[src/rtl/psum_deskew_buffer_pkg.sv]
// Shared PE-array constants, used by both the ifmap skew stage and the psum deskew buffer
// so the skew applied on the way in always matches the deskew applied on the way out.
package pe_array_pkg;
  localparam int NUM_COLS    = 4;
  localparam int DATA_W      = 16;
  localparam int MAC_LATENCY = 9;
  localparam int CNT_W       = 16;

  typedef logic [DATA_W-1:0] col_word_t;

  // Column c leaves the array c*lat cycles after column 0; it needs the complementary delay.
  function automatic int col_depth(input int c, input int lat);
    return (NUM_COLS - 1 - c) * lat;
  endfunction
endpackage

[src/rtl/psum_deskew_buffer_if.sv]
// South-edge psum bus between the PE array (master) and the deskew buffer (slave).
// Valid-only protocol: there is no ready; every in_valid/out_valid beat is accepted in its own cycle.
interface psum_deskew_buffer_if;
  import pe_array_pkg::*;

  logic                       flush;
  logic                       clr_err;
  logic [NUM_COLS*DATA_W-1:0] psum_in;
  logic [NUM_COLS-1:0]        in_valid;
  logic [NUM_COLS*DATA_W-1:0] psum_out;
  logic                       out_valid;
  logic                       align_err;
  logic [CNT_W-1:0]           out_count;

  modport master (
    output flush, clr_err, psum_in, in_valid,
    input  psum_out, out_valid, align_err, out_count
  );

  modport slave (
    input  flush, clr_err, psum_in, in_valid,
    output psum_out, out_valid, align_err, out_count
  );
endinterface

[src/rtl/psum_deskew_buffer_valid_delay_line.sv]
// Fixed-depth shift line carrying {valid, data}; flush clears only the valid bits.
module valid_delay_line #(
  parameter int DEPTH = 9,
  parameter int WIDTH = 16
) (
  input  logic             clk,
  input  logic             rst,
  input  logic             flush,
  input  logic             in_valid,
  input  logic [WIDTH-1:0] in_data,
  output logic             out_valid,
  output logic [WIDTH-1:0] out_data
);
  logic [DEPTH-1:0] vld;
  logic [WIDTH-1:0] dat [DEPTH];

  always_ff @(posedge clk or posedge rst) begin
    if (rst) begin
      vld <= '0;
      for (int i = 0; i < DEPTH; i++) dat[i] <= '0;
    end else begin
      // Data keeps shifting during flush; only the qualifiers are dropped.
      vld[0] <= flush ? 1'b0 : in_valid;
      dat[0] <= in_data;
      for (int i = 1; i < DEPTH; i++) begin
        vld[i] <= flush ? 1'b0 : vld[i-1];
        dat[i] <= dat[i-1];
      end
    end
  end

  assign out_valid = vld[DEPTH-1];
  assign out_data  = dat[DEPTH-1];
endmodule

[src/rtl/psum_deskew_buffer.sv]
// Realigns the skewed column partial sums leaving the PE array into one vector per cycle,
// flags skew mismatches, and counts emitted vectors.
module psum_deskew_buffer
  import pe_array_pkg::*;
#(
  parameter int LATENCY = MAC_LATENCY
) (
  input  logic                        clk,
  input  logic                        rst,
  psum_deskew_buffer_if.slave         bus
);
  col_word_t                  tap_data [NUM_COLS];
  logic [NUM_COLS-1:0]        dv;
  logic [NUM_COLS-1:0]        dv_eff;
  logic                       all_valid;
  logic                       misaligned;
  logic [NUM_COLS*DATA_W-1:0] tap_vec;

  logic [NUM_COLS*DATA_W-1:0] psum_q;
  logic                       valid_q;
  logic                       err_q;
  logic [CNT_W-1:0]           count_q;

  for (genvar c = 0; c < NUM_COLS - 1; c++) begin : g_line
    valid_delay_line #(
      .DEPTH (col_depth(c, LATENCY)),
      .WIDTH (DATA_W)
    ) u_line (
      .clk       (clk),
      .rst       (rst),
      .flush     (bus.flush),
      .in_valid  (bus.in_valid[c]),
      .in_data   (bus.psum_in[c*DATA_W +: DATA_W]),
      .out_valid (dv[c]),
      .out_data  (tap_data[c])
    );
  end

  // The last column is already the latest to arrive, so it needs no delay.
  assign dv[NUM_COLS-1]       = bus.in_valid[NUM_COLS-1];
  assign tap_data[NUM_COLS-1] = bus.psum_in[(NUM_COLS-1)*DATA_W +: DATA_W];

  always_comb begin
    tap_vec = '0;
    for (int c = 0; c < NUM_COLS; c++) tap_vec[c*DATA_W +: DATA_W] = tap_data[c];
    // A flush cycle neither emits nor judges alignment: its taps are being discarded.
    dv_eff     = bus.flush ? '0 : dv;
    all_valid  = &dv_eff;
    misaligned = (|dv_eff) && !all_valid;
  end

  always_ff @(posedge clk or posedge rst) begin
    if (rst) begin
      psum_q  <= '0;
      valid_q <= 1'b0;
      err_q   <= 1'b0;
      count_q <= '0;
    end else begin
      valid_q <= all_valid;
      if (all_valid) psum_q <= tap_vec;
      if (misaligned)       err_q <= 1'b1;
      else if (bus.clr_err) err_q <= 1'b0;
      if (all_valid && (count_q != '1)) count_q <= count_q + 1'b1;
    end
  end

  assign bus.psum_out  = psum_q;
  assign bus.out_valid = valid_q;
  assign bus.align_err = err_q;
  assign bus.out_count = count_q;
endmodule

[src/flat_wrapper.sv]
// flat-port wrapper written by rule: the top's interface ports become plain ports
module psum_deskew_buffer_flat import pe_array_pkg::*;
#(
  parameter int LATENCY = MAC_LATENCY
)
  (clk, rst, bus_flush, bus_clr_err, bus_psum_in, bus_in_valid, bus_psum_out, bus_out_valid, bus_align_err, bus_out_count);
  psum_deskew_buffer_if bus_i ();
  input  logic clk;
  input  logic rst;
  input wire logic [$bits(bus_i.flush)-1:0] bus_flush;
  input wire logic [$bits(bus_i.clr_err)-1:0] bus_clr_err;
  input wire logic [$bits(bus_i.psum_in)-1:0] bus_psum_in;
  input wire logic [$bits(bus_i.in_valid)-1:0] bus_in_valid;
  output wire logic [$bits(bus_i.psum_out)-1:0] bus_psum_out;
  output wire logic [$bits(bus_i.out_valid)-1:0] bus_out_valid;
  output wire logic [$bits(bus_i.align_err)-1:0] bus_align_err;
  output wire logic [$bits(bus_i.out_count)-1:0] bus_out_count;
  assign bus_i.flush = bus_flush;
  assign bus_i.clr_err = bus_clr_err;
  assign bus_i.psum_in = bus_psum_in;
  assign bus_i.in_valid = bus_in_valid;
  assign bus_psum_out = bus_i.psum_out;
  assign bus_out_valid = bus_i.out_valid;
  assign bus_align_err = bus_i.align_err;
  assign bus_out_count = bus_i.out_count;
  psum_deskew_buffer #(.LATENCY(LATENCY)) u_core (.clk(clk), .rst(rst), .bus(bus_i));
endmodule
[config.mk]
export PLATFORM = sky130hd
export DESIGN_NAME = psum_deskew_buffer_flat
export DESIGN_NICKNAME = d
export VERILOG_FILES = /design/src/rtl/psum_deskew_buffer_pkg.sv /design/src/rtl/psum_deskew_buffer_if.sv /design/src/rtl/psum_deskew_buffer_valid_delay_line.sv /design/src/rtl/psum_deskew_buffer.sv /design/src/flat_wrapper.sv
export SDC_FILE = /design/constraint.sdc
export NUM_CORES = 1
export LEC_CHECK = 0
export ABC_AREA = 1
export BUFFER_PORTS_ARGS = -buffer_cell sky130_fd_sc_hd__buf_2
export CAP_MARGIN = 20
export CORE_UTILIZATION = 30
export CTS_BUF_LIST = sky130_fd_sc_hd__clkbuf_8
export CTS_CLUSTER_DIAMETER = 120
export DETAILED_ROUTE_END_ITERATION = 7
export PLACE_DENSITY = 0.44
export SYNTH_ARGS = -nofsm -noshare
export SYNTH_HDL_FRONTEND = slang
export SYNTH_SLANG_ARGS = --single-unit
[constraint.sdc]
create_clock -name clk -period 50 [get_ports clk]
set_input_delay 10 -clock clk [delete_from_list [all_inputs] [get_ports clk]]
set_output_delay 10 -clock clk [all_outputs]
set_load 0.05 [all_outputs]
==> impl_metrics.yaml <==
outcome:
  status: "complete, but fails checks"
  violations: "design-rule violations"
detailed_routing:
  wl_per_cell_um: 11.5
  vias_per_cell: 3.67
  routed_wl_um: 35100
  drc: 14
  drt-initial-drc-count: 622
  vias: 11243
  antenna_left: 0
  drtPass1Iterations: 8
critical_path:
  path_class: "in2async"
  critPathCaptureType: "asynchronous set/reset pin"
  max_stage_delay_ns: 0.76
  crit_chain: "buf_2 > inv_8 > buf_4 > buf_16 > buf_12"
  worst-path-stages: 5
  path_delay_family: "buffers and inverters"
  start_kind: "input port"
  worstReg2RegStart: "u_core.g_line[0].u_line.vld[26]"
  cpMaxStageDelayCell: "buf_12"
  r2r_cells: 7
  startpoint: "rst"
  critPathMaxFanout: 203
  critical_path_arrival_ns: 12.45
  critPathBufInv: 5
  required_ns: 50.74
flow_run:
  max_cap_viol_count: 0
clock_tree:
  clk_pin_slew_ns: 0.06
  cts_htree_levels: 4
  numCtsBuffers: 163
  cts_sinks: 1000
  clock_latency_ns: 0.78
  post_cts.repair.setup_buffers: 0
  cts_tree: "yes"
  cts_resized: 0
  cts-root-buf: "clkbuf_8"
  ctsLongestPathBuffers: 3
  cts_hold_buf: 0
global_route:
  grt_pass1_vias: 12205
  overflow: 0
  grt_usage_pct: 8.22
  grt_pass1_wl_um: 60000
  grt_antenna_before_repair: 1
  grt_start_max_net_pins: 216
layout:
  fillCellCount: 8321
  multi_input_area_sq_um: 1570
  post-route-cell-area_sq_um: 32600
  ff_latch_area_sq_um: 25000
  areaGrowthSynthToFinish_pct: 20.8
  fin_cells: 3065
  post-route-util_pct: 36.7
  fin_nets: 1851
  drive_above_1_share_pct: 22.0
worst_hold_path:
  whs_path_depth: 0
  min_from: "u_core.g_line[1].u_line.dat[268]"
  worstHoldPathType: "reg2reg"
floorplanning:
  dieArea_sq_um: 91200
  rows: 109
  coreArea_sq_um: 88800
  die_w_um: 302
  die_y_um: 302
  io_pins: 154
  start_util_pct: 30.4
timing:
  hold_viol: 0
  finalMaxSlewViolations: 0
  finalCritPeriodShare_pct: 23.4
  slew_headroom_pct: 27.3
  setup-tns-final_ns: 0
  tightest_slew_ns: 1.09
  setup_viol: 0
  layout_min_cycle_time_ns: 11.71
  hold_slack_ns: 0.316
  rsz0062_at_grt: "false"
  setup_ws_ns: 38.29
  clock.fmax_mhz: 85.4
  fin_skew_ns: 0.0310
place:
  post_dp_cell_area_sq_um: 29200
  dpl.cell_count: 2776
  io_buffer_count: 153
  dp_slack_ns: 37.15
  dp.final_hpwl_um: 17100
  place_congestion: 0.739
synth:
  async_reset_ff_share_pct: 100
  yosys_warnings: 0
  netlist_instances: 1470
  synth_fp_nets: 1543
  synth_area_sq_um: 27000
  ys_ff_latch: 1000
  netlist_top_cells_area: "dfrtp_1, nand2_1, inv_1"
  netlist_top_cells_count: "dfrtp_1, nand2_1, inv_1, nor2_1, nand3_1"
  synth_top_area_share_pct: 92.7
  synth_most_common_cell: "dfrtp_1"
  synth_flop_cell: "dfrtp_1"
  avgSynthCellArea_sq_um: 18.4
  ys_seq_area_share_pct: 92.7
  ys_types: 25
  synth_top_area_cell: "dfrtp_1"
  synth_edf_count: 0
pwr:
  power.density_nw_per_um2: 48.1
  power.leakage_nw: 15.7
  total_power_mw: 1.57
  ir_drop_v: 0.0000220
[layer usage]
layer  global-route usage, %  share of wire, %
met5                       0                 0
met4                    5.52               3.9
met3                    3.17               7.2
met2                    11.7                46
met1                    10.4                43
[cell families (layout without fill, tap and decap cells)]
kind of cell / after synthesis / after routing / share of synthesized area [%]
fa+ha+maj: 1 / 1 / 0.0464
xor+xnor: 4 / 4 / 0.130
flops: 1000 / 1000 / 92.7
simple gates: 361 / 361 / 5.42
other cells: 0 / 2 / 0
buf+inv: 97 / 525 / 1.49
compound gates: 7 / 7 / 0.185
[state kept, by name, indices dropped and copies added, names as in the netlist]
| name | cells |
|---|---|
| u_core.bus.align_err | 1 |
| u_core.bus.out_count | 16 |
| u_core.bus.out_valid | 1 |
| u_core.bus.psum_out | 64 |
| u_core.g_line.u_line.dat | 816 |
| u_core.g_line.u_line.out_data | 48 |
| u_core.g_line.u_line.vld | 54 |
[power by group]
| part | total (mW) | switching [mW] | internal [mW] |
|---|---|---|---|
| sequential | 0.854 | 0.00829 | 0.846 |
| combinational | 0.0216 | 0.0180 | 0.00357 |
| clock | 0.694 | 0.307 | 0.387 |
[worst paths after layout]
| kind | slack, ns | endpoint |
|---|---|---|
| max in group clk | 38.34 | u_core.bus.out_count[4] |
| worst max-delay path | 38.29 | u_core.bus.psum_out[39] |
| min in group asynchronous | 9.40 | u_core.g_line[0].u_line.dat[429] |
| worst min register to register | 0.32 | u_core.g_line[1].u_line.dat[252] |
| worst min-delay path | 0.32 | u_core.g_line[1].u_line.dat[252] |
| worst max register to register | 48.07 | u_core.bus.out_count[4] |
[placed cells by master (no fill, tap or decap)]
cell and n:
buf_12 4, buf_16 1, buf_2 153, buf_4 6, bufinv_16 2, clkbuf_8 208, clkinv_2 9, clkinv_8 3
clkinvlp_4 3, dfrtp_1 1000, diode_2 2, ha_1 1, inv_1 125, inv_12 4, inv_2 1, inv_6 2
inv_8 4, nand2_1 257, nand2_2 6, nand2_4 1, nand3_1 10, nand3_4 1, nand3b_1 2, nand4_1 6
nor2_1 71, nor2_2 1, nor2_4 5, nor4_1 1, o21ai_0 1, o21ai_1 2, o21ai_2 4, xnor2_1 2
xor2_1 2
[layout make-up]
| class | count | area share, % |
|---|---|---|
| Antenna cell | 2 | 0.0153 |
| Clock buffer | 208 | 8.78 |
| Clock inverter | 77 | 1.48 |
| Inverter | 76 | 0.898 |
| Multi-Input combinational cell | 373 | 4.80 |
| Sequential cell | 1000 | 76.7 |
| Tap cell | 1165 | 4.47 |
| Timing Repair Buffer | 164 | 2.82 |
Power figures use the tool's default switching activity.
